$ cat config.mk
export PLATFORM = sky130hd
export DESIGN_NAME = map_register_bank
export DESIGN_NICKNAME = d
export VERILOG_FILES = /design/src/rtl/map_register_bank.sv
export SDC_FILE = /design/constraint.sdc
export NUM_CORES = 1
export LEC_CHECK = 0
export CORE_ASPECT_RATIO = 0.7
export CORE_MARGIN = 10
export CORE_UTILIZATION = 45
export CTS_BUF_LIST = sky130_fd_sc_hd__clkbuf_16
export DETAILED_ROUTE_END_ITERATION = 12
export GPL_TIMING_DRIVEN = 0
export PLACE_DENSITY = 0.75
export REMOVE_ABC_BUFFERS = 1
export SKIP_CTS_REPAIR_TIMING = 1
export SLEW_MARGIN = 20
export SYNTH_ARGS = -nofsm -noshare
export SYNTH_HDL_FRONTEND = slang
export SYNTH_SLANG_ARGS = --single-unit
$ cat constraint.sdc
create_clock -name clk -period 3.9 [get_ports clk]
set_clock_uncertainty 0.05 [all_clocks]
set_input_delay 0.585 -clock clk [delete_from_list [all_inputs] [get_ports clk]]
set_output_delay 0.585 -clock clk [all_outputs]
set_load 0.02 [all_outputs]
$ cat src/rtl/map_register_bank.sv
// ---------------------------------------------------------------------------
// map_register_bank
//
// Stores the ROWS x COLS game map that sits between the placement/shot matrix
// generators and the display/compare logic. A confirm press on the raw
// push-button either overwrites the stored map or ORs a new piece into it.
// In accumulate mode, a piece that overlaps the stored map is rejected and
// the sticky collision flag is set.
//
// Ports:
//   clk           system clock, rising edge
//   reset         synchronous, active-low reset
//   botao         raw confirm push-button (asynchronous to clk)
//   arm           game-state enable, sampled when the press is detected
//   mode          0 = overwrite, 1 = OR-accumulate with collision check
//   clear         level; wipes map, collision and counter while idle
//   map_in        candidate matrix, bit r*COLS+c = row r, column c
//   map_out       stored matrix, same bit mapping
//   collision     sticky: last accumulate attempt overlapped the stored map
//   commit_pulse  one-cycle strobe in the cycle after the map is written
//   busy          high whenever the controller is not idle
//   commit_count  successful commits, saturating at all-ones
// ---------------------------------------------------------------------------
module map_register_bank #(
    parameter int ROWS  = 7,
    parameter int COLS  = 5,
    parameter int CNT_W = 4
) (
    input  logic                   clk,
    input  logic                   reset,
    input  logic                   botao,
    input  logic                   arm,
    input  logic                   mode,
    input  logic                   clear,
    input  logic [ROWS*COLS-1:0]   map_in,
    output logic [ROWS*COLS-1:0]   map_out,
    output logic                   collision,
    output logic                   commit_pulse,
    output logic                   busy,
    output logic [CNT_W-1:0]       commit_count
);

    localparam int N = ROWS * COLS;

    typedef enum logic [2:0] {
        IDLE,
        CAPTURE,
        CHECK,
        COMMIT,
        REJECT,
        WAIT_RELEASE
    } state_t;

    state_t         state;
    logic           sync1;
    logic           sync2;
    logic           sync3;
    logic           btn_rise;
    logic [N-1:0]   snapshot;
    logic           mode_r;
    logic           overlap_r;

    // Two flops bring the button into the clock domain; the third is only
    // used as the "previous value" for edge detection.
    always_ff @(posedge clk) begin
        if (!reset) begin
            sync1 <= 1'b0;
            sync2 <= 1'b0;
            sync3 <= 1'b0;
        end else begin
            sync1 <= botao;
            sync2 <= sync1;
            sync3 <= sync2;
        end
    end

    assign btn_rise = sync2 & ~sync3;

    // Controller. The candidate map and mode are frozen into snapshot/mode_r
    // when the press is accepted, so later changes on map_in or mode cannot
    // disturb an operation already in flight. busy and commit_pulse are kept
    // as registers that track the state they describe.
    always_ff @(posedge clk) begin
        if (!reset) begin
            state        <= IDLE;
            map_out      <= '0;
            collision    <= 1'b0;
            commit_pulse <= 1'b0;
            busy         <= 1'b0;
            commit_count <= '0;
            snapshot     <= '0;
            mode_r       <= 1'b0;
            overlap_r    <= 1'b0;
        end else begin
            commit_pulse <= 1'b0;
            case (state)
                IDLE: begin
                    // clear wins over a press arriving on the same edge
                    if (clear) begin
                        map_out      <= '0;
                        collision    <= 1'b0;
                        commit_count <= '0;
                    end else if (btn_rise && arm) begin
                        snapshot <= map_in;
                        mode_r   <= mode;
                        busy     <= 1'b1;
                        state    <= CAPTURE;
                    end
                end
                CAPTURE: begin
                    overlap_r <= mode_r & (|(snapshot & map_out));
                    state     <= CHECK;
                end
                CHECK: begin
                    if (!overlap_r) begin
                        map_out      <= mode_r ? (map_out | snapshot) : snapshot;
                        collision    <= 1'b0;
                        commit_pulse <= 1'b1;
                        if (commit_count != {CNT_W{1'b1}})
                            commit_count <= commit_count + CNT_W'(1);
                        state <= COMMIT;
                    end else begin
                        collision <= 1'b1;
                        state     <= REJECT;
                    end
                end
                COMMIT: begin
                    state <= WAIT_RELEASE;
                end
                REJECT: begin
                    state <= WAIT_RELEASE;
                end
                WAIT_RELEASE: begin
                    // a held button must not start a second operation
                    if (!sync2) begin
                        busy  <= 1'b0;
                        state <= IDLE;
                    end
                end
                default: begin
                    busy  <= 1'b0;
                    state <= IDLE;
                end
            endcase
        end
    end

endmodule

Word-level counts from Yosys, hierarchy flattened --
Index checks and enable logic that the tools add are counted.
Word-level totals: register bits 85, output and inout port bits 42, word-level logic and storage cells 66
Cells by class: add/sub/neg operators 1, equality and inequality tests 12, muxes and demuxes 21, bitwise logic cells 7, reductions and logical operators 13
Operators by type and width (number):
- 35-bit 2-to-1 mux | 3
- 35-bit one-hot mux with 2 select lines | 1
- 35-bit AND | 1
- 35-bit bitwise OR | 1
- 35-bit OR reduction | 1
- 3-bit one-hot mux with 5 select lines | 1
- 3-bit 2-to-1 mux | 4
- 4-bit 2-to-1 mux | 3
- 2-bit inequality test (second input constant) | 6
- 3-bit AND reduction | 3
- 4-bit one-hot mux with 2 select lines | 1
- 4-bit AND reduction | 2
- 3-bit by 2-bit == test with 1-bit output (second input constant) | 2
- 3-bit == test (second input constant) | 2
- 1-bit 2-to-1 mux | 6
- 4-bit by 1-bit adder with 4-bit output (second input constant) | 1
- 4-bit inequality test (second input constant) | 1
- 2-bit AND reduction | 2
- 4-bit OR reduction | 1
- 3-bit by 1-bit == test with 1-bit output (second input constant) | 1
- 3-bit logical NOT | 1
- 1-bit NOT | 3
- 1-bit one-hot mux with 3 select lines | 1
- 1-bit AND | 2
- 4 further kinds | 4

Depth between registers and ports, before layout --
depth in word-level cells 6, mapped depth 7, gate-level depth less buffers 5

Worst setup path before layout --
OpenSTA, ideal clock, no wires.
path kind input to register, start point input port clear, end point register commit_count[3], setup time 0.086 ns, data arrival time 1.636 ns, data required time 3.764 ns, slack 2.129 ns, stages 4, cell sequence nor4b_4 > a21oi_2 > or4_1 > a211oi_1
Between the ends: longest elaborated chain between the ends 2
RTL lines:
- from (decl) | RTL line 34 | input logic clear,
- 2-bit inequality test (no source line)
- 4-bit AND reduction (no source line)
- to (signal assigned) | RTL line 120 | commit_count <= commit_count + CNT_W'(1);
- to (decl) | RTL line 40 | output logic [CNT_W-1:0] commit_count
Every way passes these cells. A chain may end at the register's enable or synchronous reset.

Worst setup path in the final report --
start point input port clear, end point register snapshot[4]
Between the ends: longest elaborated chain between the ends 2
RTL lines:
- 1-bit NOT (no source line)
- 3-bit AND reduction (no source line)
- to (signal assigned) | RTL line 104 | snapshot <= map_in;
- to (decl) | RTL line 59 | logic [N-1:0] snapshot;
Every way passes these cells.

==> impl_metrics.tcl <==
set metrics [dict create \
    p_leak_nw 1.52 \
    dpl.cell_count 520 \
    reg2reg_slack_ns 1.83 \
    status "finished, final reports clean" \
    post-route-worst-setup-slack_ns 1.54 \
    gp_congestion 0.785 \
    hold_viol 0 \
    synth_seq_cells 85 \
    hold_class "flip-flop to flip-flop" \
    rsz0062_at_grt "false" \
    grt_util_met2_pct 24.8 \
    htree_levels 3 \
    nets 479 \
    met3_usage_pct 7.68 \
    yosysWarnings 0 \
    avgSynthCellArea_um2 8.81 \
    synthToLayoutAreaGrowth_pct 38.5 \
    clk_pin_slew_ns 0.06 \
    wl_per_cell_um 16.0 \
    cp_num_cells 5 \
    antenna_cells 0 \
    tightest_slew_ns 0.760 \
    synthArstFlopShare_pct 0 \
    seq_power_share_pct 45.8 \
    drive_gt1_share_pct 6.11 \
    crit_path_max_fanout 37 \
    clock-sinks 85 \
    wl_um 8580 \
    vias_per_cell 5.35 \
    first_iter_violations 275 \
    intPower_mw 1.55 \
    port_buffers 82 \
    worst_hold_slack_ns 0.382 \
    clk_latency_ns 0.33 \
    setup_viol 0 \
    maxCapViolations 0 \
    p_total_mw 1.93 \
    core_area_um2 6850 \
    reg2reg_from "sync2$_SDFF_PN0_" \
    hold_start "sync1$_SDFF_PN0_" \
    synth_area_um2 3220 \
    rr_worst_depth 4 \
    worstSetupEndpoint "snapshot[4]$_SDFFE_PN0P_" \
    row_count 25 \
    synth_flop_cell "dfxtp_1" \
    ys_seq_area_share_pct 52.8 \
    power_per_cell_area_nw_per_um2 432 \
    cp.arrival_ns 2.57 \
    tns_ns 0 \
    placed_cell_area_um2 4130 \
    power.switching_uw 380 \
    die_y_um 90.8 \
    die_w_um 121 \
    synth.distinct_cells 38 \
    first_global_vias 2958 \
    grt_overflow 0 \
    slew_headroom_pct 49.3 \
    synth.area.top_cells "dfxtp_1 53%, nand2_1 8.7%, a22oi_1 8.6%" \
    crit_required_ns 4.11 \
    synthMostInstantiatedCell "dfxtp_1" \
    hpwl_um 5860 \
    pwr-share-comb_pct 5.6 \
    crit_type "primary input to flip-flop" \
    cts-root-buf "clkbuf_16" \
    slowest_stage "and2_2" \
    timing.fmax_ghz 0.424 \
    finish.instance_area_um2 4460 \
    crit_chain "clkdlybuf4s50_1 > nor4bb_1 > and2_2 > nand2_1 > a21oi_1" \
    ant_nets 0 \
    crit_path_start "clear" \
    tritoncts "yes" \
    remaining_drc_errors 0 \
    grt_first_pass_wirelength_um 14400 \
    post-route-period-util_pct 60.5 \
    min_period_ns 2.36 \
    synth_cells 366 \
    synth_area_leader_cell "dfxtp_1" \
    clk_path_buf_depth 2 \
    final_cells 536 \
    antenna_found_initial 0 \
    grt_max_degree 55 \
    dieArea_um2 11000 \
    netlist.area_leader.share_pct 52.8 \
    vias 2869 \
    end_kind "flip-flop" \
    grt_util_all_layers_pct 15.9 \
    firstDrtPassIters 5 \
    fin_util_pct 65.2 \
    fillers 571 \
    crit_buf_inv 1 \
    cpLargestDelayFamily "simple AND/OR/NAND/NOR gates" \
    busiest_layer "met2" \
    cpPeakStageDelay_ns 0.75 \
    start_util_pct 47.1 \
    power_switching_share_pct 19.7 \
    ios 83 \
    start_kind "primary input" \
    pre_cts_ws_ns 1.17 \
    cts_buffers 9 \
    synth-edff-count 0 \
    slew_violations 0 \
    r2r_end "snapshot[4]$_SDFFE_PN0P_" \
    synth_common_cells "85 x dfxtp_1, 75 x nand2_1, 40 x nor2_1, 39 x a21oi_1, 37 x a22oi_1" \
    grt_use_met1_pct 19.1 \
    p_clk_share_pct 48.7 \
    ir_drop_mv 0.232 \
]
## routing by layer
metal | up-vias | routed length, um
met4 | 0 | 14
met1 | 1335 | 3820
met3 | 2 | 775
met5 | - | 0
met2 | 103 | 3970
li1 | 1429 | -
## cell type report
| cell class | instances | area [um^2] | share of cell area [%] |
|---|---|---|---|
| inverter | 4 | 16.3 | 0.364 |
| timing repair buffer | 87 | 887 | 19.9 |
| clock inverter | 7 | 106 | 2.38 |
| sequential | 85 | 1700 | 38.1 |
| clock buffer | 9 | 225 | 5.04 |
| multi-input combinational | 250 | 1410 | 31.6 |
| tap | 94 | 118 | 2.63 |
## power by group through the flow
stage | sequential [mW] | combinational (mW) | clock (mW)
after floorplan | 0.901 | 0.0376 | 0
after global placement | 0.901 | 0.0961 | 0
after detailed placement | 0.902 | 0.107 | 0
after CTS | 0.882 | 0.108 | 0.953
after global routing | 0.883 | 0.117 | 0.990
final | 0.883 | 0.107 | 0.938
## logic make-up (layout without fill, tap and decap cells)
group	Yosys count	in the layout	share of synthesized area, %
AND/OR/NAND/NOR	140	140	19.2
buffers and inverters	31	107	4.46
adder cells (fa/ha/maj)	1	1	0.388
AO/OA/AOI/OAI	107	107	22.5
multiplexers	2	2	0.660
flip-flops	85	85	52.8
## placed cells by master, fill, tap and decap left out, types with 3 or more instances in the layout
master / instances
clkbuf_16: 9
a221oi_1: 7
dfxtp_1: 85
a22oi_1: 37
nor3_1: 4
nand2_1: 74
o21ai_0: 3
inv_1: 5
bufinv_16: 3
a22o_1: 7
a21oi_1: 39
nand3_1: 4
clkdlybuf4s50_1: 82
a211oi_1: 4
nor2_1: 40
and2_1: 5
## sequential cells by signal, summed over array words and instances, names as in the netlist
signal,cells
commit_count,4
collision,1
snapshot,35
commit_pulse,1
busy,1
state,3
map_out,35
mode_r,1
sync1,1
overlap_r,1
sync3,1
sync2,1
## worst min-delay path by stage
stage	end	slack [ns]	depth (start not counted)
after detailed placement	sync2$_SDFF_PN0_	0.37	1
after global routing	sync2$_SDFF_PN0_	0.40	1
after floorplan	sync2$_SDFF_PN0_	0.36	1
final	sync2$_SDFF_PN0_	0.38	1
after CTS	sync2$_SDFF_PN0_	0.38	1
after global placement	sync2$_SDFF_PN0_	0.37	1
Power figures use the tool's default switching activity.
